**config.mk**
```make
export PLATFORM = sky130hd
export DESIGN_NAME = uart_rx_flat
export DESIGN_NICKNAME = d
export VERILOG_FILES = /design/src/rtl/uart_rx_if.sv /design/src/rtl/uart_rx.sv /design/src/flat_wrapper.sv
export SDC_FILE = /design/constraint.sdc
export NUM_CORES = 1
export LEC_CHECK = 0
export CORE_MARGIN = 3
export CORE_UTILIZATION = 23
export DETAILED_ROUTE_END_ITERATION = 6
export SLEW_MARGIN = 5
export SYNTH_ARGS = -nofsm -noshare
export SYNTH_HDL_FRONTEND = slang
export SYNTH_SLANG_ARGS = --single-unit
```
**constraint.sdc**
```tcl
create_clock -name clk -period 1.85 [get_ports clk]
set_clock_uncertainty 0.05 [all_clocks]
set_input_delay 0.185 -clock clk [delete_from_list [all_inputs] [get_ports clk]]
set_output_delay 0.185 -clock clk [all_outputs]
set_load 0.01 [all_outputs]
```
**src/rtl/uart_rx_if.sv**
```systemverilog
// -----------------------------------------------------------------------------
// uart_rx_if
// Purpose : Bundles the serial line and the byte-side outputs of the UART
//           receiver so they can be passed around as one port.
// Signals :
//   serial_in    - asynchronous serial line, idles high (into the receiver)
//   rx_data      - last received byte
//   rx_valid     - one-cycle strobe when a frame completes
//   frame_error  - stop bit sampled low (qualified by rx_valid, then held)
//   parity_error - parity mismatch (qualified by rx_valid, then held)
//   busy         - receiver is inside a frame
// Modports:
//   master - the receiver: consumes serial_in, drives the byte-side outputs
//   slave  - line driver / byte consumer: drives serial_in, reads the rest
// -----------------------------------------------------------------------------
interface uart_rx_if;
  logic       serial_in;
  logic [7:0] rx_data;
  logic       rx_valid;
  logic       frame_error;
  logic       parity_error;
  logic       busy;

  modport master (
    input  serial_in,
    output rx_data,
    output rx_valid,
    output frame_error,
    output parity_error,
    output busy
  );

  modport slave (
    output serial_in,
    input  rx_data,
    input  rx_valid,
    input  frame_error,
    input  parity_error,
    input  busy
  );
endinterface

```
**src/rtl/uart_rx.sv**
```systemverilog
// -----------------------------------------------------------------------------
// uart_rx
// Purpose : UART receiver. Recovers LSB-first 8N1 frames (8E1 when the
//           UART_RX_PARITY_EN macro is defined) from an asynchronous serial
//           line and presents each byte with a one-cycle valid strobe.
// Parameters:
//   CLKS_PER_BIT - clock cycles per serial bit (>= 4)
// Ports:
//   clk   - system clock, rising edge
//   reset - asynchronous, active-low reset
//   bus   - uart_rx_if.master (serial_in, rx_data, rx_valid, frame_error,
//           parity_error, busy)
// Optional feature:
//   UART_RX_PARITY_EN - adds an even-parity bit after the data bits and
//                       reports mismatches on parity_error; when undefined
//                       parity_error is held at 0.
// -----------------------------------------------------------------------------
module uart_rx #(
  parameter int CLKS_PER_BIT = 5208
) (
  input  logic     clk,
  input  logic     reset,
  uart_rx_if.master bus
);

  localparam int TW = (CLKS_PER_BIT > 1) ? $clog2(CLKS_PER_BIT) : 1;
  localparam logic [TW-1:0] T_ZERO = {TW{1'b0}};
  localparam logic [TW-1:0] T_ONE  = TW'(1);
  localparam logic [TW-1:0] T_LAST = TW'(CLKS_PER_BIT - 1);
  // Half a bit into START puts every later sample in the middle of its bit.
  localparam logic [TW-1:0] T_HALF = TW'(CLKS_PER_BIT / 2 - 1);

`ifdef UART_RX_PARITY_EN
  typedef enum logic [2:0] {
    IDLE   = 3'd0,
    START  = 3'd1,
    DATA   = 3'd2,
    PARITY = 3'd3,
    STOP   = 3'd4,
    BREAK  = 3'd5
  } state_t;
`else
  typedef enum logic [2:0] {
    IDLE   = 3'd0,
    START  = 3'd1,
    DATA   = 3'd2,
    STOP   = 3'd4,
    BREAK  = 3'd5
  } state_t;
`endif

  state_t          state_q, state_d;
  logic [1:0]      sync_q;
  logic            rx_s;
  logic [TW-1:0]   timer_q, timer_d;
  logic [2:0]      bit_cnt_q, bit_cnt_d;
  logic [7:0]      shift_q, shift_d;
  logic [7:0]      rx_data_q, rx_data_d;
  logic            rx_valid_q, rx_valid_d;
  logic            frame_error_q, frame_error_d;
  logic            parity_error_q, parity_error_d;
  logic            busy_q;
`ifdef UART_RX_PARITY_EN
  logic            parity_bit_q, parity_bit_d;
`endif

  // Two-flop synchronizer for the asynchronous serial line (resets to idle-high).
  always_ff @(posedge clk or negedge reset) begin
    if (!reset) begin
      sync_q <= 2'b11;
    end else begin
      sync_q <= {sync_q[0], bus.serial_in};
    end
  end

  assign rx_s = sync_q[1];

  // State, counters, shift register and registered outputs.
  always_ff @(posedge clk or negedge reset) begin
    if (!reset) begin
      state_q        <= IDLE;
      timer_q        <= T_ZERO;
      bit_cnt_q      <= 3'd0;
      shift_q        <= 8'h00;
      rx_data_q      <= 8'h00;
      rx_valid_q     <= 1'b0;
      frame_error_q  <= 1'b0;
      parity_error_q <= 1'b0;
      busy_q         <= 1'b0;
`ifdef UART_RX_PARITY_EN
      parity_bit_q   <= 1'b0;
`endif
    end else begin
      state_q        <= state_d;
      timer_q        <= timer_d;
      bit_cnt_q      <= bit_cnt_d;
      shift_q        <= shift_d;
      rx_data_q      <= rx_data_d;
      rx_valid_q     <= rx_valid_d;
      frame_error_q  <= frame_error_d;
      parity_error_q <= parity_error_d;
      busy_q         <= (state_d != IDLE);
`ifdef UART_RX_PARITY_EN
      parity_bit_q   <= parity_bit_d;
`endif
    end
  end

  // Next-state and datapath logic. The timer wraps at T_LAST, so a state
  // change taken at T_LAST already lands on a cleared timer.
  always_comb begin
    state_d        = state_q;
    timer_d        = (timer_q == T_LAST) ? T_ZERO : (timer_q + T_ONE);
    bit_cnt_d      = bit_cnt_q;
    shift_d        = shift_q;
    rx_data_d      = rx_data_q;
    rx_valid_d     = 1'b0;
    frame_error_d  = frame_error_q;
    parity_error_d = parity_error_q;
`ifdef UART_RX_PARITY_EN
    parity_bit_d   = parity_bit_q;
`endif

    case (state_q)
      IDLE: begin
        timer_d   = T_ZERO;
        bit_cnt_d = 3'd0;
        if (!rx_s) begin
          state_d = START;
        end else begin
          state_d = IDLE;
        end
      end

      START: begin
        if (timer_q == T_HALF) begin
          timer_d = T_ZERO;
          // Line back high at mid-start means it was only a glitch.
          if (rx_s) begin
            state_d = IDLE;
          end else begin
            state_d = DATA;
          end
        end else begin
          state_d = START;
        end
      end

      DATA: begin
        if (timer_q == T_LAST) begin
          shift_d = {rx_s, shift_q[7:1]};
          if (bit_cnt_q == 3'd7) begin
            bit_cnt_d = 3'd0;
`ifdef UART_RX_PARITY_EN
            state_d   = PARITY;
`else
            state_d   = STOP;
`endif
          end else begin
            bit_cnt_d = bit_cnt_q + 3'd1;
          end
        end else begin
          state_d = DATA;
        end
      end

`ifdef UART_RX_PARITY_EN
      PARITY: begin
        if (timer_q == T_LAST) begin
          parity_bit_d = rx_s;
          state_d      = STOP;
        end else begin
          state_d = PARITY;
        end
      end
`endif

      STOP: begin
        if (timer_q == T_LAST) begin
          rx_data_d     = shift_q;
          frame_error_d = ~rx_s;
          rx_valid_d    = 1'b1;
`ifdef UART_RX_PARITY_EN
          parity_error_d = ^{shift_q, parity_bit_q};
`else
          parity_error_d = 1'b0;
`endif
          // A low stop bit means the line may be held in break; wait it out
          // instead of decoding a stream of 0x00 frames.
          if (rx_s) begin
            state_d = IDLE;
          end else begin
            state_d = BREAK;
          end
        end else begin
          state_d = STOP;
        end
      end

      BREAK: begin
        timer_d = T_ZERO;
        if (rx_s) begin
          state_d = IDLE;
        end else begin
          state_d = BREAK;
        end
      end

      default: begin
        state_d = IDLE;
        timer_d = T_ZERO;
      end
    endcase
  end

  assign bus.rx_data      = rx_data_q;
  assign bus.rx_valid     = rx_valid_q;
  assign bus.frame_error  = frame_error_q;
  assign bus.parity_error = parity_error_q;
  assign bus.busy         = busy_q;

endmodule

```
**src/flat_wrapper.sv**
```systemverilog
// flat-port wrapper written by rule: the top's interface ports become plain ports
module uart_rx_flat 
#(
  parameter int CLKS_PER_BIT = 5208
)
  (clk, reset, bus_serial_in, bus_rx_data, bus_rx_valid, bus_frame_error, bus_parity_error, bus_busy);
  uart_rx_if bus_i ();
  input  logic clk;
  input  logic reset;
  input wire logic [$bits(bus_i.serial_in)-1:0] bus_serial_in;
  output wire logic [$bits(bus_i.rx_data)-1:0] bus_rx_data;
  output wire logic [$bits(bus_i.rx_valid)-1:0] bus_rx_valid;
  output wire logic [$bits(bus_i.frame_error)-1:0] bus_frame_error;
  output wire logic [$bits(bus_i.parity_error)-1:0] bus_parity_error;
  output wire logic [$bits(bus_i.busy)-1:0] bus_busy;
  assign bus_i.serial_in = bus_serial_in;
  assign bus_rx_data = bus_i.rx_data;
  assign bus_rx_valid = bus_i.rx_valid;
  assign bus_frame_error = bus_i.frame_error;
  assign bus_parity_error = bus_i.parity_error;
  assign bus_busy = bus_i.busy;
  uart_rx #(.CLKS_PER_BIT(CLKS_PER_BIT)) u_core (.clk(clk), .reset(reset), .bus(bus_i));
endmodule
```
# Word-level counts from Yosys, hierarchy flattened
# Cells that the tools add are included.
[op_classes]
n_reduce_logical = 7
add_sub_neg = 2
bitwise_logic = 1
n_mux = 16
n_eq_ne = 8
[ops]
columns = ["cell", "n"]
rows = [
  ["$mux 13", 2],
  ["$pmux 13 s2", 1],
  ["$mux 3", 6],
  ["$pmux 3 s5", 1],
  ["$add 13x1->13 const B", 1],
  ["$eq 13x12->1 const B", 1],
  ["$eq 13x13->1 const B", 1],
  ["$eq 3x3->1 const B", 3],
  ["$pmux 3 s2", 1],
  ["$reduce_and 2->1", 3],
  ["$mux 2", 2],
  ["$add 3x1->3 const B", 1],
  ["$eq 3x1->1 const B", 1],
  ["$eq 3x2->1 const B", 1],
  ["$logic_not 3->1", 1],
  ["$mux 1", 3],
  ["$reduce_bool 3->1", 1],
  ["$ne 2x1->1 const B", 1],
  ["$reduce_bool 2->1", 1],
  ["$reduce_or 2->1", 1],
  ["$not 1->1", 1],
]
[totals]
inputBits = 3
register_bits = 40
word_cells = 43
out_inout_bits = 12

# Longest topological paths before layout
# Gate-level depths: netlist (run 1).
[depth]
ltp_word = 5
depth_mapped = 6
mapped_depth_nobuf = 5

# Worst setup path before layout (run 1)
# No wires, ideal clock.
[synth_timing]
kind = "reg-to-reg"
from = "register u_core.timer_q[0]"
to = "register u_core.shift_q[0]"
slack_ns = -0.004
stages_incl_launch_ff = 6
setup_ns = 0.128
n_path_buf = 0
t_arrival_ns = 1.676
required_time_ns = 1.672
synth_period_minus_slack_ns = 1.854
path_cell_list = "dfrtp_1 > ha_1 > and4bb_1 > nor3b_4 > nand3_4 > mux2_1"
[synth_via]
elab_chain_cells = 2
[synth_lines]
columns = ["item", "line_no", "source"]
rows = [
  ["start: declaration", "uart_rx.sv:55", "logic [TW-1:0] timer_q, timer_d;"],
  ["start signal: assignment", "uart_rx.sv:95", "timer_q <= timer_d;"],
  ["$eq 13x13->1", "uart_rx.sv:150", "if (timer_q == T_LAST) begin"],
  ["$reduce_and 2->1 (no source line)", "--", ""],
  ["end signal: assignment", "uart_rx.sv:97", "shift_q <= shift_d;"],
  ["end: declaration", "uart_rx.sv:57", "logic [7:0] shift_q, shift_d;"],
]
# No other way between the ends.
# A chain may end at the register's enable or synchronous reset.

# Worst setup path in the final report (run 1)
[layout_timing]
from = "register u_core.timer_q[9]"
to = "register u_core.shift_q[1]"
# Same word-level chain as after synthesis.

==> impl_metrics.ini, run 1 <==
[outcome]
status = completed

[final_layout]
antennaDiodeCount = 0
drive_above_1_share_pct = 23.4
final_nets = 197
fillers = 828
post-route-util_pct = 29.9
area_growth_pct = 25.0

[logic_synthesis]
syn_avg_cell_area_um2 = 11.4
syn_inst = 163
synthesis.area_um2 = 1860
ys_warn_count = 0
synth_nets = 169
synth-edff-count = 0
synth_area_leaders = dfrtp_1, mux2_2, xnor2_1, nor3_1, nor2_1
ys_types = 38
ys.flop_type = dfrtp_1
async_flop_share_pct = 100
synth_seq_area_share_pct = 54.0
synth_top_cell_area_share_pct = 51.1
yosysTopAreaCell = dfrtp_1
synth_seq_cells = 40

[sta]
hold_viol = 0
finalCritPeriodShare_pct = 93.9
fmax_ghz = 0.576
worstMarginPinSlew_ps = 504
max_slew_margin_pct = 66.4
post-route-min-period_ps = 1740
setup_tns_ps = 0
slew_viol_final = 0
setup_viol = 0
rsz0062_at_grt = true

[clocking]
clockBufferDepth = 2
clkSlewWorstSetupHoldPaths_ps = 80
clock_sinks = 40
htreeDepth = 2
cts_tree = done
numCtsBuffers = 5
cts_root_buf = clkbuf_8
clkLatencyLatePin_ps = 300

[critical_path]
crit_family = simple AND/OR/NAND/NOR gates
crit_start = u_core.timer_q[9]
critPathArrivalTime_ps = 1870
path_cells = nand4bb_1, nor3b_4, nand3_4, mux2_1
r2r_start = u_core.timer_q[9]
crit_path_max_fanout = 8
worst-path-buf-inv = 0
startpoint_type = flip-flop
slowest_stage = dfrtp_1
max_stage_delay_ps = 440
path_class = flip-flop to flip-flop
critPathCaptureType = flip-flop
cp.required_ps = 1990

[floorplan]
design.core.area_um2 = 7770
ios = 15
die_h_um = 95.9
rows = 32
start_util_pct = 23.9
die_x_um = 95.9
dieArea_um2 = 9200

[global_routing]
grt_max_degree = 41
grt_first_pass_wirelength_um = 5930
overflow = 0
gr-usage-all-layers_pct = 8.30
grt_pass1_vias = 1276
antenna_found_initial = 0

[min_path]
min_path_type = input pin to flip-flop
min_from = bus_serial_in

[power]
ir_drop_v = 0.000317
p_per_area_nw_per_um2 = 704
power.leakage_nw = 1.02
p_total_mw = 1.63

[detailed_routing]
drtAntennaViolNets = 0
drt_wl_total_um = 3430
drtIter0Drc = 39
dr.pass1.iters = 4
wire_per_inst_um = 11.7
vias = 1281
route.detailed.drc = 0
vias_per_cell = 4.36

[placed_design]
portBuffers = 13
dp_hpwl_um = 2380
place_congestion = 0.801

[job]
maxCapViolations = 0
-- synth_stat cells, drive strengths merged, types with 3 or more instances --
master / n
ha: 3
a21oi: 4
o21ai: 4
buf: 5
nor3: 12
nand2: 10
nor2: 15
inv: 5
nor3b: 3
nand3: 7
nand4: 3
xnor2: 9
nand4bb: 3
nand2b: 3
mux2: 17
dfrtp: 38
-- stage by stage --
stage	setup slack (ps)	std cells	instance area (µm²)	hold WS, ps
after floorplan	9.64	163	1860	-161
after global placement	108	282	2160	231
after global routing	-4.19	294	2320	243
after CTS	74.8	291	2290	237
after detailed placement	71.1	282	2160	238
final	113	294	2320	247
-- worst reg2reg max path: stages, from the launching register on --
cell	delay [ps]
dfrtp_1	440
nand4bb_1	290
nor3b_4	340
nand3_4	180
mux2_1	340
-- logic make-up (layout without fill, tap and decap cells) --
group	count (synthesis)	after routing	synth area share, %
muxes	17	17	10.3
buffers and inverters	12	41	2.96
DFF	40	40	54.0
xor gates and xnor gates	11	11	5.18
and+or+nand+nor	65	65	20.5
adders and majority gates	3	3	2.02
other	1	1	0.202
AOI/OAI and AO/OA	14	14	4.85
-- metal layers --
| layer | wire [µm] | GRT usage, % | vias up |
|---|---|---|---|
| met3 | 131 | 2.81 | 7 |
| met4 | 39 | 2.84 | 0 |
| met2 | 1660 | 12.3 | 16 |
| met5 | 0 | 0 | - |
| li1 | - | - | 632 |
| met1 | 1600 | 11.2 | 626 |
-- state kept, by name, indices dropped and copies added, names as in the netlist --
register and flops:
u_core.bit_cnt_q 3, u_core.bus.busy 1, u_core.bus.frame_error 1, u_core.bus.rx_data 8, u_core.bus.rx_valid 1, u_core.shift_q 8
u_core.state_q 3, u_core.sync_q 2, u_core.timer_q 13
-- cells in the final DEF, fill, tap and decap left out, types with 2 or more instances in the layout --
cell	Yosys	routed
nor2_1	15	15
o21ai_0	3	3
dfrtp_1	38	38
nor3b_1	2	2
nand2b_1	3	3
nand3_1	6	6
inv_1	5	5
nor4bb_1	2	2
clkbuf_8	0	5
nand2_1	10	10
a21oi_1	4	4
nand4bb_1	3	3
a221o_1	2	2
dfstp_2	2	2
mux2_2	15	15
buf_4	2	14
clkinv_4	0	2
nand4_1	3	3
nor4_1	2	2
xnor2_1	9	9
ha_1	3	2
nor3_1	12	12
clkdlybuf4s50_1	0	12
xor2_1	2	2
-- layout make-up --
type | count | area (µm²) | area share [%]
well taps | 102 | 128 | 5.49
multi-input cells | 111 | 817 | 35.2
clock buffers | 5 | 68.8 | 2.96
inverters | 5 | 18.8 | 0.808
clock inverters | 3 | 47.5 | 2.05
repair buffers | 28 | 240 | 10.3
flip-flops and latches | 40 | 1000 | 43.2
-- timing repair --
| action | CTS | global route |
|---|---|---|
| endpoints found under the setup margin | 0 | 7 |
| setup buffers | 0 | 3 |
| hold endpoints to repair | 38 | 0 |
| resized for setup | 0 | 2 |
| hold buffers | 1 | 0 |
-- power by group --
part | leakage (nW) | switching, mW | internal (mW)
logic | 0.427 | 0.0182 | 0.00557
clock network | 0.0583 | 0.325 | 0.406
registers | 0.532 | 0.00243 | 0.878
-- worst paths after layout --
check | end | slack (ps) | depth (start not counted)
min | u_core.sync_q[0] | 250 | 1
max in group asynchronous | u_core.sync_q[1] | 950 | 3
min in group asynchronous | u_core.timer_q[12] | 420 | 3
max reg2reg | u_core.shift_q[1] | 110 | 4
min reg2reg | u_core.sync_q[1] | 310 | 0
max | u_core.shift_q[1] | 110 | 4
Note: power is estimated with default switching activity, not from simulation.
==> run 2: changes to the inputs <==
--- a/config.mk
+++ b/config.mk
@@ -8,6 +8,7 @@
 export CORE_MARGIN = 3
 export CORE_UTILIZATION = 23
 export DETAILED_ROUTE_END_ITERATION = 6
+export GPL_ROUTABILITY_DRIVEN = 0
 export SLEW_MARGIN = 5
 export SYNTH_ARGS = -nofsm -noshare
 export SYNTH_HDL_FRONTEND = slang
==> results of run 2 <==
Final layout, timing and power as in run 1 (identical DEF).
==> run 3: changes to the inputs <==
--- a/config.mk
+++ b/config.mk
@@ -9,6 +9,7 @@
 export CORE_UTILIZATION = 23
 export DETAILED_ROUTE_END_ITERATION = 6
 export GPL_ROUTABILITY_DRIVEN = 0
+export RECOVER_POWER = 25
 export SLEW_MARGIN = 5
 export SYNTH_ARGS = -nofsm -noshare
 export SYNTH_HDL_FRONTEND = slang
==> run 3 against run 2 <==
Effect of this change:
- combinational power fell by 5%
- die area unchanged
- critical path depth unchanged
- routed wire length did not move
- cell count unchanged
- design area fell by 0.11%
- first-iteration DRC count stayed put
- register-to-register slack about the same
- sequential power hardly changed
- clock power is essentially flat
- largest power group unchanged
==> impl_metrics.ini, run 3 (same netlist as run 1, synthesis figures left out) <==
[critical_path]
startpoint_type = flip-flop
path_cells = nand4bb_1, nor3b_4, nand3_4, mux2_1
slowest_stage = dfrtp_1
critPathCaptureType = flip-flop
crit_path_max_fanout = 8
critPathArrivalTime_ps = 1870
path_class = flip-flop to flip-flop
cp.required_ps = 1990
max_stage_delay_ps = 440

[detailed_routing]
drtAntennaViolNets = 0
drtIter0Drc = 39
route.detailed.drc = 0
vias_per_cell = 4.36
vias = 1281
wire_per_inst_um = 11.7
dr.pass1.iters = 4
drt_wl_total_um = 3430

[placed_design]
dpl.cell_count = 282
portBuffers = 13
preCtsSetupSlack_ps = 71.1
placed_area_um2 = 2160
dp_hpwl_um = 2380

[clocking]
cts_root_buf = clkbuf_8
htreeDepth = 2
clkLatencyLatePin_ps = 300
numCtsBuffers = 5
cts_tree = done
clock_sinks = 40
clockBufferDepth = 2
clkSlewWorstSetupHoldPaths_ps = 80

[global_routing]
grt_pass1_vias = 1276
overflow = 0
antenna_found_initial = 0
gr-usage-all-layers_pct = 8.30
grt_first_pass_wirelength_um = 5930
grt_max_degree = 41

[power]
p_total_mw = 1.63
ir_drop_v = 0.000317
power.leakage_nw = 1.02
p_per_area_nw_per_um2 = 704

[sta]
rsz0062_at_grt = true
setup_tns_ps = 0
fin_ws_ps = 113
max_slew_margin_pct = 34.7
worstMarginPinSlew_ps = 979
setup_viol = 0
hold_viol = 0
finalCritPeriodShare_pct = 93.9
slew_viol_final = 0
fmax_ghz = 0.576
post-route-min-period_ps = 1740

[final_layout]
fin_cells = 294
final_nets = 197
final_common_cell = dfrtp_1
drive_above_1_share_pct = 23.4
largest-register = u_core.timer_q
fillers = 829
fin_area_um2 = 2320
area_growth_pct = 24.8
largest_reg_flops = 13
layout_common_cells = dfrtp_1, nor2_1, mux2_2
antennaDiodeCount = 0

[floorplan]
rows = 32
die_x_um = 95.9
ios = 15
start_util_pct = 23.9
design.core.area_um2 = 7770
dieArea_um2 = 9200
die_h_um = 95.9

[outcome]
status = completed

[min_path]
min_path_type = flip-flop to flip-flop

[job]
maxCapViolations = 0
## run 3: cell count changes in the layout (fill, tap and decap cells not counted), sizes merged
cell           change
buf                -1
clkbuf             +1
clkdlybuf4s50      -1
dlygate4sd3        +1
## run 3: per-stage QoR
stage	util (%)	hold WS [ps]
5_1_grt	29.9	315
2_1_floorplan	-	-161
4_1_cts	29.4	237
3_5_place_dp	27.8	238
3_3_place_gp	27.8	231
6_report	29.9	310
## run 3: layer usage
metal | wire (µm) | track usage (%) | vias to the layer above
met5 | 0 | 0 | -
met1 | 1600 | 11.2 | 626
li1 | - | - | 632
met2 | 1650 | 12.3 | 16
met3 | 131 | 2.81 | 7
met4 | 39 | 2.84 | 0
## run 3: cell type report
class	count	area, µm²	share of cell area, %
Inverter	5	18.8	0.809
Clock buffer	5	68.8	2.96
Tap cell	102	128	5.50
Clock inverter	3	47.5	2.05
Multi-Input combinational cell	111	817	35.2
Timing Repair Buffer	28	238	10.2
Sequential cell	40	1000	43.2
## run 3: path summary, 6_finish.rpt
path,start,end,slack [ps],cells after the start
setup / recovery,u_core.timer_q[9],u_core.shift_q[1],110,4
hold / removal,u_core.sync_q[0],u_core.sync_q[1],310,0
setup reg to reg,u_core.timer_q[9],u_core.shift_q[1],110,4
min in group asynchronous,reset,u_core.timer_q[12],610,3
max in group asynchronous,reset,u_core.bus.rx_data[6],530,3
hold reg to reg,u_core.sync_q[0],u_core.sync_q[1],310,0
## run 3: power breakdown
part           total (mW)  internal (mW)  switching (mW)
combinational      0.0226        0.00440          0.0182
clock               0.731          0.406           0.325
sequential          0.880          0.878         0.00243
total                1.63           1.29           0.345
## run 3: worst max-delay path: cells and delay by family (launching register included)
kind	cells	cell delay, ps
muxes	1	340
and+or+nand+nor	3	810
DFF	1	440
## run 3: repair_timing
| item | CTS | global route |
|---|---|---|
| setup endpoints to repair | 0 | 7 |
| endpoints found under the hold margin | 38 | 0 |
| setup buffers | 0 | 3 |
| hold buffers | 1 | 0 |
| resized for setup | 0 | 2 |
